<file path="src/rtl/lfsr_period_meter.sv">
// ---------------------------------------------------------------------------
// lfsr_period_meter
//   Watches the state word of a Galois LFSR generator and measures how many
//   advancing steps it takes for the captured start state to reappear.
//   Flags maximal-length sequences, the all-zero lock-up state and sequences
//   that never return to their start state (timeout).
//
// Ports
//   CLK_I      in   1          clock, rising edge
//   RST_N_I    in   1          asynchronous active-low reset
//   START_I    in   1          one-cycle pulse: clear results, arm a measurement
//   VALID_I    in   1          DATA_I carries a new generator state this cycle
//   DATA_I     in   MAX_LEN    generator state word
//   BUSY_O     out  1          measurement armed or counting
//   DONE_O     out  1          one-cycle completion pulse
//   PERIOD_O   out  MAX_LEN+1  measured period (0 on timeout)
//   MAXLEN_O   out  1          period equals 2^MAX_LEN-1
//   LOCKUP_O   out  1          captured start state was all-zero
//   TIMEOUT_O  out  1          no recurrence within 2^MAX_LEN steps
//
// All outputs come straight from flops; nothing on the input side reaches an
// output combinationally.
// ---------------------------------------------------------------------------
module lfsr_period_meter #(
  parameter int MAX_LEN = 8
) (
  input  logic               CLK_I,
  input  logic               RST_N_I,
  input  logic               START_I,
  input  logic               VALID_I,
  input  logic [MAX_LEN-1:0] DATA_I,
  output logic               BUSY_O,
  output logic               DONE_O,
  output logic [MAX_LEN:0]   PERIOD_O,
  output logic               MAXLEN_O,
  output logic               LOCKUP_O,
  output logic               TIMEOUT_O
);

  typedef enum logic [1:0] {
    IDLE  = 2'd0,
    ARM   = 2'd1,
    COUNT = 2'd2,
    DONE  = 2'd3
  } state_t;

  // 2^MAX_LEN: step count at which a non-recurring sequence is abandoned.
  localparam logic [MAX_LEN:0] TIMEOUT_STEPS_C = {1'b1, {MAX_LEN{1'b0}}};
  // 2^MAX_LEN-1: period of a maximal-length sequence.
  localparam logic [MAX_LEN:0] MAX_PERIOD_C    = {1'b0, {MAX_LEN{1'b1}}};
  localparam logic [MAX_LEN:0] ONE_C           = {{MAX_LEN{1'b0}}, 1'b1};
  localparam logic [MAX_LEN:0] ZERO_C          = {(MAX_LEN+1){1'b0}};
  localparam logic [MAX_LEN-1:0] DATA_ZERO_C   = {MAX_LEN{1'b0}};

  state_t               state_r,   state_s;
  logic [MAX_LEN-1:0]   ref_r,     ref_s;
  logic [MAX_LEN:0]     cnt_r,     cnt_s;
  logic [MAX_LEN:0]     period_r,  period_s;
  logic                 maxlen_r,  maxlen_s;
  logic                 lockup_r,  lockup_s;
  logic                 timeout_r, timeout_s;
  logic                 done_r,    done_s;
  logic                 busy_r,    busy_s;
  logic [MAX_LEN:0]     step_s;

  // Next-state and next-result logic for the measurement FSM.
  always_comb begin
    state_s   = state_r;
    ref_s     = ref_r;
    cnt_s     = cnt_r;
    period_s  = period_r;
    maxlen_s  = maxlen_r;
    lockup_s  = lockup_r;
    timeout_s = timeout_r;
    done_s    = 1'b0;
    // cnt never exceeds 2^MAX_LEN-1 here, so the increment cannot overflow.
    step_s    = cnt_r + ONE_C;

    if (START_I && (state_r != IDLE)) begin
      // START wins over everything, including a coincident VALID sample.
      state_s   = ARM;
      ref_s     = DATA_ZERO_C;
      cnt_s     = ZERO_C;
      period_s  = ZERO_C;
      maxlen_s  = 1'b0;
      lockup_s  = 1'b0;
      timeout_s = 1'b0;
    end else begin
      case (state_r)
        IDLE: begin
          if (START_I) begin
            state_s = ARM;
          end else begin
            state_s = IDLE;
          end
        end

        ARM: begin
          if (VALID_I) begin
            ref_s = DATA_I;
            cnt_s = ZERO_C;
            if (DATA_I == DATA_ZERO_C) begin
              // Zero is a fixed point of the LFSR: period 1, never maximal.
              state_s  = DONE;
              lockup_s = 1'b1;
              period_s = ONE_C;
              maxlen_s = 1'b0;
              done_s   = 1'b1;
            end else begin
              state_s = COUNT;
            end
          end else begin
            state_s = ARM;
          end
        end

        COUNT: begin
          if (VALID_I) begin
            if (DATA_I == ref_r) begin
              state_s  = DONE;
              period_s = step_s;
              maxlen_s = (step_s == MAX_PERIOD_C);
              done_s   = 1'b1;
            end else if (step_s == TIMEOUT_STEPS_C) begin
              state_s   = DONE;
              timeout_s = 1'b1;
              period_s  = ZERO_C;
              maxlen_s  = 1'b0;
              done_s    = 1'b1;
            end else begin
              cnt_s = step_s;
            end
          end else begin
            state_s = COUNT;
          end
        end

        DONE: begin
          state_s = DONE;
        end

        default: begin
          state_s   = IDLE;
          ref_s     = DATA_ZERO_C;
          cnt_s     = ZERO_C;
          period_s  = ZERO_C;
          maxlen_s  = 1'b0;
          lockup_s  = 1'b0;
          timeout_s = 1'b0;
        end
      endcase
    end

    // BUSY is registered, so it is derived from the state being entered.
    busy_s = (state_s == ARM) || (state_s == COUNT);
  end

  // State, reference, counter and result registers.
  always_ff @(posedge CLK_I or negedge RST_N_I) begin
    if (!RST_N_I) begin
      state_r   <= IDLE;
      ref_r     <= DATA_ZERO_C;
      cnt_r     <= ZERO_C;
      period_r  <= ZERO_C;
      maxlen_r  <= 1'b0;
      lockup_r  <= 1'b0;
      timeout_r <= 1'b0;
      done_r    <= 1'b0;
      busy_r    <= 1'b0;
    end else begin
      state_r   <= state_s;
      ref_r     <= ref_s;
      cnt_r     <= cnt_s;
      period_r  <= period_s;
      maxlen_r  <= maxlen_s;
      lockup_r  <= lockup_s;
      timeout_r <= timeout_s;
      done_r    <= done_s;
      busy_r    <= busy_s;
    end
  end

  assign BUSY_O    = busy_r;
  assign DONE_O    = done_r;
  assign PERIOD_O  = period_r;
  assign MAXLEN_O  = maxlen_r;
  assign LOCKUP_O  = lockup_r;
  assign TIMEOUT_O = timeout_r;

endmodule

</file>
<file path="config.mk">
export PLATFORM = sky130hd
export DESIGN_NAME = lfsr_period_meter
export DESIGN_NICKNAME = d
export VERILOG_FILES = /design/src/rtl/lfsr_period_meter.sv
export SDC_FILE = /design/constraint.sdc
export NUM_CORES = 1
export LEC_CHECK = 0
export BUFFER_PORTS_ARGS = -buffer_cell sky130_fd_sc_hd__buf_4
export CAP_MARGIN = 20
export CORE_ASPECT_RATIO = 0.8
export CORE_MARGIN = 4
export CORE_UTILIZATION = 35
export CTS_BUF_LIST = sky130_fd_sc_hd__clkbuf_2 sky130_fd_sc_hd__clkbuf_4 sky130_fd_sc_hd__clkbuf_8
export CTS_CLUSTER_SIZE = 28
export DETAILED_ROUTE_END_ITERATION = 8
export PLACE_DENSITY = 0.55
export RECOVER_POWER = 25
export SLEW_MARGIN = 20
export SYNTH_ARGS = -nofsm -noshare
export SYNTH_HDL_FRONTEND = slang
export SYNTH_SLANG_ARGS = --single-unit
</file>
<file path="constraint.sdc">
create_clock -name CLK_I -period 4.9 [get_ports CLK_I]
set_input_delay 0.98 -clock CLK_I [delete_from_list [all_inputs] [get_ports CLK_I]]
set_output_delay 0.98 -clock CLK_I [all_outputs]
set_load 0.05 [all_outputs]
</file>
==> metrics.yaml, run 1 <==
setup_viol: 0
synthTopCellsByArea: "dfrtp_1, nand2_1, xor2_1"
post-route-period-util: 0.5590
dp_hpwl_mm: 3.030
grt_pass1_wl_mm: 7.555
numCtsBuffers: 5
num_antenna_cells: 0
dieArea_um2: 6748
synth-seq-area-share: 0.4297
violations: "capacitance limit, slew limit"
ys_warn_count: 0
power_leakage_nw: 0.9801
syn_inst: 194
finalSetupTns_ps: 0
hold_ws_ps: 487.8
dp_cells: 272
drtIter0Drc: 115
slew_viol_final: 34
clkLatencyLatePin_ps: 280
route.detailed.drc: 0
crit_fanout: 17
min_period_ps: 2739
core_um2: 5151
cts_hold_buf: 0
io_pins: 26
num_rows: 23
fin_ws_ps: 2161
antenna_found_initial: 0
dpl_worst_slack_ps: 1971
rsz0062_at_grt: "no"
relSlewSlack: -0.2091
post-route-util: 0.4277
cap_violations: 1
cp.arrival_ps: 2950
synth_nets: 213
via_count: 1464
cts-root-buf: "clkbuf_8"
cp_slowest_cell: "nand2b_1"
slowest_delay_ps: 470
hold_viol_final: 0
avgRoutedWirePerCell_um: 15.32
dieHeight_um: 74.28
fin_skew_ps: 6.084
power_density_nw_per_um2: 281.5
fp.dieW_um: 90.85
postRouteAntennaNets: 0
grtUsageTotal: 0.1418
grt_max_degree: 34
placed_area_um2: 2133
synthArstFlopShare: 1.000
synth_area_per_cell_um2: 9.906
worstMarginPinSlew_ps: 1814
status: "complete, but fails checks"
synth_seq_cells: 33
routed_wl_mm: 4.260
fin_nets: 236
min_path_type: "flop to flop"
cts.path.max_buffers: 2
place.gp.congestion: 0.7825
cts.repair.resized: 0
finalPower_mw: 0.6202
instances_no_fill: 278
clkSlewWorstSetupHoldPaths_ps: 60
ys_dominant_reg_cell: "dfrtp_1"
cts_setup_buffers: 0
htree_levels: 2
via_per_inst: 5.266
max_freq_ghz: 0.3651
crit_path_start_kind: "flop"
cts_tree: "yes"
required_ps: 5110
drive_gt1_frac: 0.2037
crit_chain: "inv_1 -> ha_1 -> nand2b_1 -> o2bb2ai_2 -> a31oi_2 -> nand3_1 -> nor2_1 -> a32o_1"
synth_top_area_cell: "dfrtp_1"
grt_pass1_vias: 1453
final_cell_area_um2: 2203
io_buffers: 25
clock-sinks: 33
area_growth_pct: 14.65
peakVddDrop_mv: 0.1893
grt_overflow: 0
syn_area_um2: 1922
yosys.area.top_type_share: 0.4297
ys_types: 48
drtPass1Iterations: 4
path_class: "flop to flop"
initial_core_util: 0.3731
cp-end-kind: "flop"
synth_edf_count: 0
flip-flops by register name (all words and copies together) (netlist names):
register and count:
state_r 2, cnt_r 9, LOCKUP_O 1, BUSY_O 1, MAXLEN_O 1, TIMEOUT_O 1
PERIOD_O 9, DONE_O 1, ref_r 8
worst paths after layout:
path                                          from                       to  slack, ps  depth (start not counted)
max reg2reg                   state_r[0]$_DFF_PN0_     MAXLEN_O$_DFFE_PN0P_       2160                          8
max in group asynchronous                  RST_N_I     cnt_r[5]$_DFFE_PN0P_       2670                          1
max                           state_r[0]$_DFF_PN0_     MAXLEN_O$_DFFE_PN0P_       2160                          8
min in group asynchronous                  RST_N_I         DONE_O$_DFF_PN0_       1180                          1
min                        PERIOD_O[4]$_DFFE_PN0P_  PERIOD_O[4]$_DFFE_PN0P_        490                          1
min reg2reg                PERIOD_O[4]$_DFFE_PN0P_  PERIOD_O[4]$_DFFE_PN0P_        490                          1
metal layers:
layer | vias to the layer above | part of all wire | track usage
li1 | 740 | - | -
met1 | 694 | 0.56 | 0.2147
met2 | 26 | 0.40 | 0.1980
met3 | 4 | 0.034 | 0.03337
met4 | 0 | 0.0089 | 0.04682
met5 | - | 0 | 0
cell type report:
class | instances | area, µm²
inverter | 5 | 18.77
clock buffer | 5 | 68.82
fill | 502 | 2948
sequential | 33 | 825.8
multi-input combinational | 147 | 1023
tap | 62 | 77.57
clock inverter | 1 | 5.005
timing repair buffer | 25 | 183.9
worst max-delay path: cells and delay by family (launching register included):
family | cells | cell delay, ps
simple gates | 3 | 1050
compound gates | 3 | 820
flops | 1 | 440
fa+ha+maj | 1 | 250
buf+inv | 1 | 110
cells by family after synthesis:
kind of cell	after synthesis	synth area share
AOI/OAI and AO/OA	50	0.2174
muxes	2	0.01107
and+or+nand+nor	72	0.1855
buffers and inverters	14	0.03776
xor gates and xnor gates	16	0.07291
adders and majority gates	7	0.04557
DFF	33	0.4297
cell usage in the layout, fill, tap and decap left out, types with 2 or more instances in the layout:
master     Yosys  layout
a211o_1        2       2
a211oi_1       2       2
a21oi_1        3       3
a32o_1         3       3
and2_1         3       3
buf_4          0      24
clkbuf_8       0       5
dfrtp_1       33      33
ha_1           7       7
inv_1          4       4
nand2_1       33      33
nand2b_1       4       4
nand3_1        7       7
nor2_1        10      10
nor3_1         2       2
nor4_1         4       4
o211ai_1       3       3
o21ai_0        2       2
o21ai_1        9       9
o21ai_4        2       2
o2bb2ai_1      6       6
o31ai_1        6       6
or4_1          3       3
xnor2_1        4       4
xor2_1        12      12
Yosys cell counts, drive strengths merged (4+ instances only):
library cell and instances:
o211ai 4, o21ai 13, xnor2 4, nand3 8, nand2 33, nor4 4
nor2 10, inv 5, a21oi 4, ha 7, or4 4, o2bb2ai 7
o31ai 7, buf 7, nand2b 4, xor2 12, dfrtp 33
power by group:
group	total [mW]	leakage (nW)	switching, mW	internal, mW
Clock	0.188	0.0399	0.0946	0.0934
Sequential	0.308	0.443	0.0156	0.293
Combinational	0.124	0.497	0.0785	0.0452
Total	0.620	0.980	0.189	0.431
No activity file was read; power rests on OpenSTA's default activity.
==> run 2, diff against run 1 <==
ABC_AREA = 1   (was default)
clock period = 2.75 ns   (was 4.9 ns; I/O delays follow)
==> run 2 against run 1 <==
Net effect: the run still ends with capacitance limit, slew limit left; combinational power rose to 2.8 times the previous value; critical path depth increased by 2; sequential power up 85%; critical endpoint unchanged; largest power group unchanged.
==> metrics.yaml, run 2 <==
cts_hold_buf: 0  # unchanged
peakVddDrop_mv: 0.1700  # -10%
synthArstFlopShare: 1.000  # unchanged
ys_dominant_reg_cell: "dfrtp_1"
initial_core_util: 0.3659  # -0.007145
route.detailed.drc: 0  # unchanged
hold_viol_final: 0  # unchanged
cp.arrival_ps: 2490  # -460 ps
drtIter0Drc: 107  # -7.0%
dieArea_um2: 7064  # +4.7%
synth_nets: 279  # +31%
instances_no_fill: 367  # +32%
final_cell_area_um2: 2351  # +6.7%
cp-end-kind: "flop"
yosys.area.top_type_share: 0.4084  # -0.02127
htree_levels: 2  # unchanged
finalPower_mw: 1.284  # +110%
p_clk_frac: 0.283  # -0.020
syn_inst: 260  # +34%
cts.repair.resized: 0  # unchanged
setup_viol: 0  # unchanged
required_ps: 2980  # -2130 ps
fp.dieW_um: 92.98  # +2.3%
io_buffers: 25  # unchanged
io_pins: 26  # unchanged
cts_tree: "yes"
dp_cells: 359  # +32%
hold_ws_ps: 488.0  # +0.2160 ps
worstMarginPinSlew_ps: 1810  # -3.246 ps
fin_skew_ps: 8.692  # +2.608 ps
status: "complete, but fails checks"
clkSlewWorstSetupHoldPaths_ps: 70  # about the same
synth_area_per_cell_um2: 7.777  # -21%
synth_edf_count: 0  # unchanged
core_um2: 5525  # +7.3%
dieHeight_um: 75.98  # +2.3%
fin_ws_ps: 491.1  # -1670 ps
p_int_mw: 0.8170  # +89%
layout_common_cells: "nand2_1, inv_1, dfrtp_1, buf_4, nand3_1"
routed_wl_mm: 4.426  # +3.9%
cts_setup_buffers: 0  # unchanged
fin_nets: 307  # +30%
yosysMostFrequentCell: "nand2_1"
final_common_cell: "nand2_1"
numCtsBuffers: 5  # unchanged
p_sw_frac: 0.3636  # +0.05926
synth_top_area_cell: "dfrtp_1"
finalSetupTns_ps: 0  # unchanged
drtPass1Iterations: 4  # unchanged
via_count: 1687  # +15%
cap_violations: 1  # unchanged
slew_viol_final: 34  # unchanged
ys_types: 26  # -46%
placed_area_um2: 2268  # +6.3%
grt_overflow: 0  # unchanged
dp_hpwl_mm: 3.278  # +8.2%
avgRoutedWirePerCell_um: 12.06  # -21%
crit_fanout: 10  # -7
post-route-period-util: 0.8214  # +0.2625
violations: "capacitance limit, slew limit"
grt_max_degree: 34  # unchanged
grtUsageTotal: 0.1311  # -0.01063
combPwrFrac: 0.274  # +0.074
power_leakage_nw: 1.188  # +21%
via_per_inst: 4.597  # -13%
netlist_top_cells_count: "nand2_1, inv_1, dfrtp_1, nand3_1, o21ai_0"
syn_area_um2: 2022  # +5.2%
clkLatencyLatePin_ps: 290  # about the same
crit_path_start_kind: "flop"
synthTopCellsByArea: "dfrtp_1, nand2_1, inv_1"
clock-sinks: 33  # unchanged
rsz0062_at_grt: "no"
relSlewSlack: -0.2070  # +0.002164
dpl_worst_slack_ps: 477.8  # -1493 ps
min_path_type: "flop to flop"
cts-root-buf: "clkbuf_8"
antenna_found_initial: 0  # unchanged
p_seq_frac: 0.443  # -0.054
drive_gt1_frac: 0.2111  # +0.007369
synth_seq_cells: 33  # unchanged
grt_pass1_vias: 1553  # +6.9%
area_growth_pct: 16.27
post-route-util: 0.4255  # -0.002241
postRouteAntennaNets: 0  # unchanged
path_class: "flop to flop"
synth-seq-area-share: 0.4084  # -0.02127
min_period_ps: 2259  # -480.0 ps
p_sw_mw: 0.4668  # +150%
grt_pass1_wl_mm: 7.383  # -2.3%
num_rows: 24  # +4.3%
max_freq_ghz: 0.4427  # +21%
num_antenna_cells: 0  # unchanged
place.gp.congestion: 0.8660  # +11%
cts.path.max_buffers: 2  # unchanged
power_density_nw_per_um2: 546.1  # +94%
ys_warn_count: 0  # unchanged
-- run 2: area by class of cell --
type / instances / area (µm²)
tap: 78 / 97.59
clock inverter: 3 / 17.52
clock buffer: 5 / 68.82
sequential: 33 / 825.8
multi-input combinational: 183 / 999.7
fill: 599 / 3174
inverter: 38 / 142.6
timing repair buffer: 27 / 198.9
-- run 2: worst paths after layout --
path | cells after the start | endpoint | from | slack (ps)
max | 10 | MAXLEN_O$_DFFE_PN0P_ | state_r[0]$_DFF_PN0_ | 490
min | 2 | PERIOD_O[3]$_DFFE_PN0P_ | PERIOD_O[3]$_DFFE_PN0P_ | 490
max reg2reg | 10 | MAXLEN_O$_DFFE_PN0P_ | state_r[0]$_DFF_PN0_ | 490
min reg2reg | 2 | PERIOD_O[3]$_DFFE_PN0P_ | PERIOD_O[3]$_DFFE_PN0P_ | 490
max in group asynchronous | 1 | PERIOD_O[5]$_DFFE_PN0P_ | RST_N_I | 960
min in group asynchronous | 1 | cnt_r[6]$_DFFE_PN0P_ | RST_N_I | 740
-- run 2: worst max-delay path: stages, from the launching register on --
cell and delay [ps]:
dfrtp_1 420, inv_1 140, ha_1 360, inv_1 150
nor2_2 420, inv_1 80, nor2_1 290, nand3_1 110
nor2_1 100, o21ai_0 90, inv_1 50
-- run 2: cell families after synthesis --
| group | share of synthesized area |
|---|---|
| adder cells (fa/ha/maj) | 0.04331 |
| XOR/XNOR | 0.01732 |
| buffers and inverters | 0.09715 |
| AO/OA/AOI/OAI | 0.1095 |
| AND/OR/NAND/NOR | 0.3243 |
| flip-flops | 0.4084 |
-- run 2: power groups by stage --
stage | clock network (mW) | logic (mW) | registers, mW
after floorplan | 0 | 0.201 | 0.645
after global placement | 0 | 0.351 | 0.580
after detailed placement | 0 | 0.354 | 0.578
after CTS | 0.373 | 0.356 | 0.569
after global routing | 0.401 | 0.392 | 0.577
final | 0.363 | 0.351 | 0.569
-- run 2: routing by layer --
layer,track usage,vias up,wire (µm)
li1,-,886,-
met5,0,-,0
met3,0.03653,7,226
met4,0.04392,0,58
met1,0.1986,764,2365
met2,0.1769,30,1775
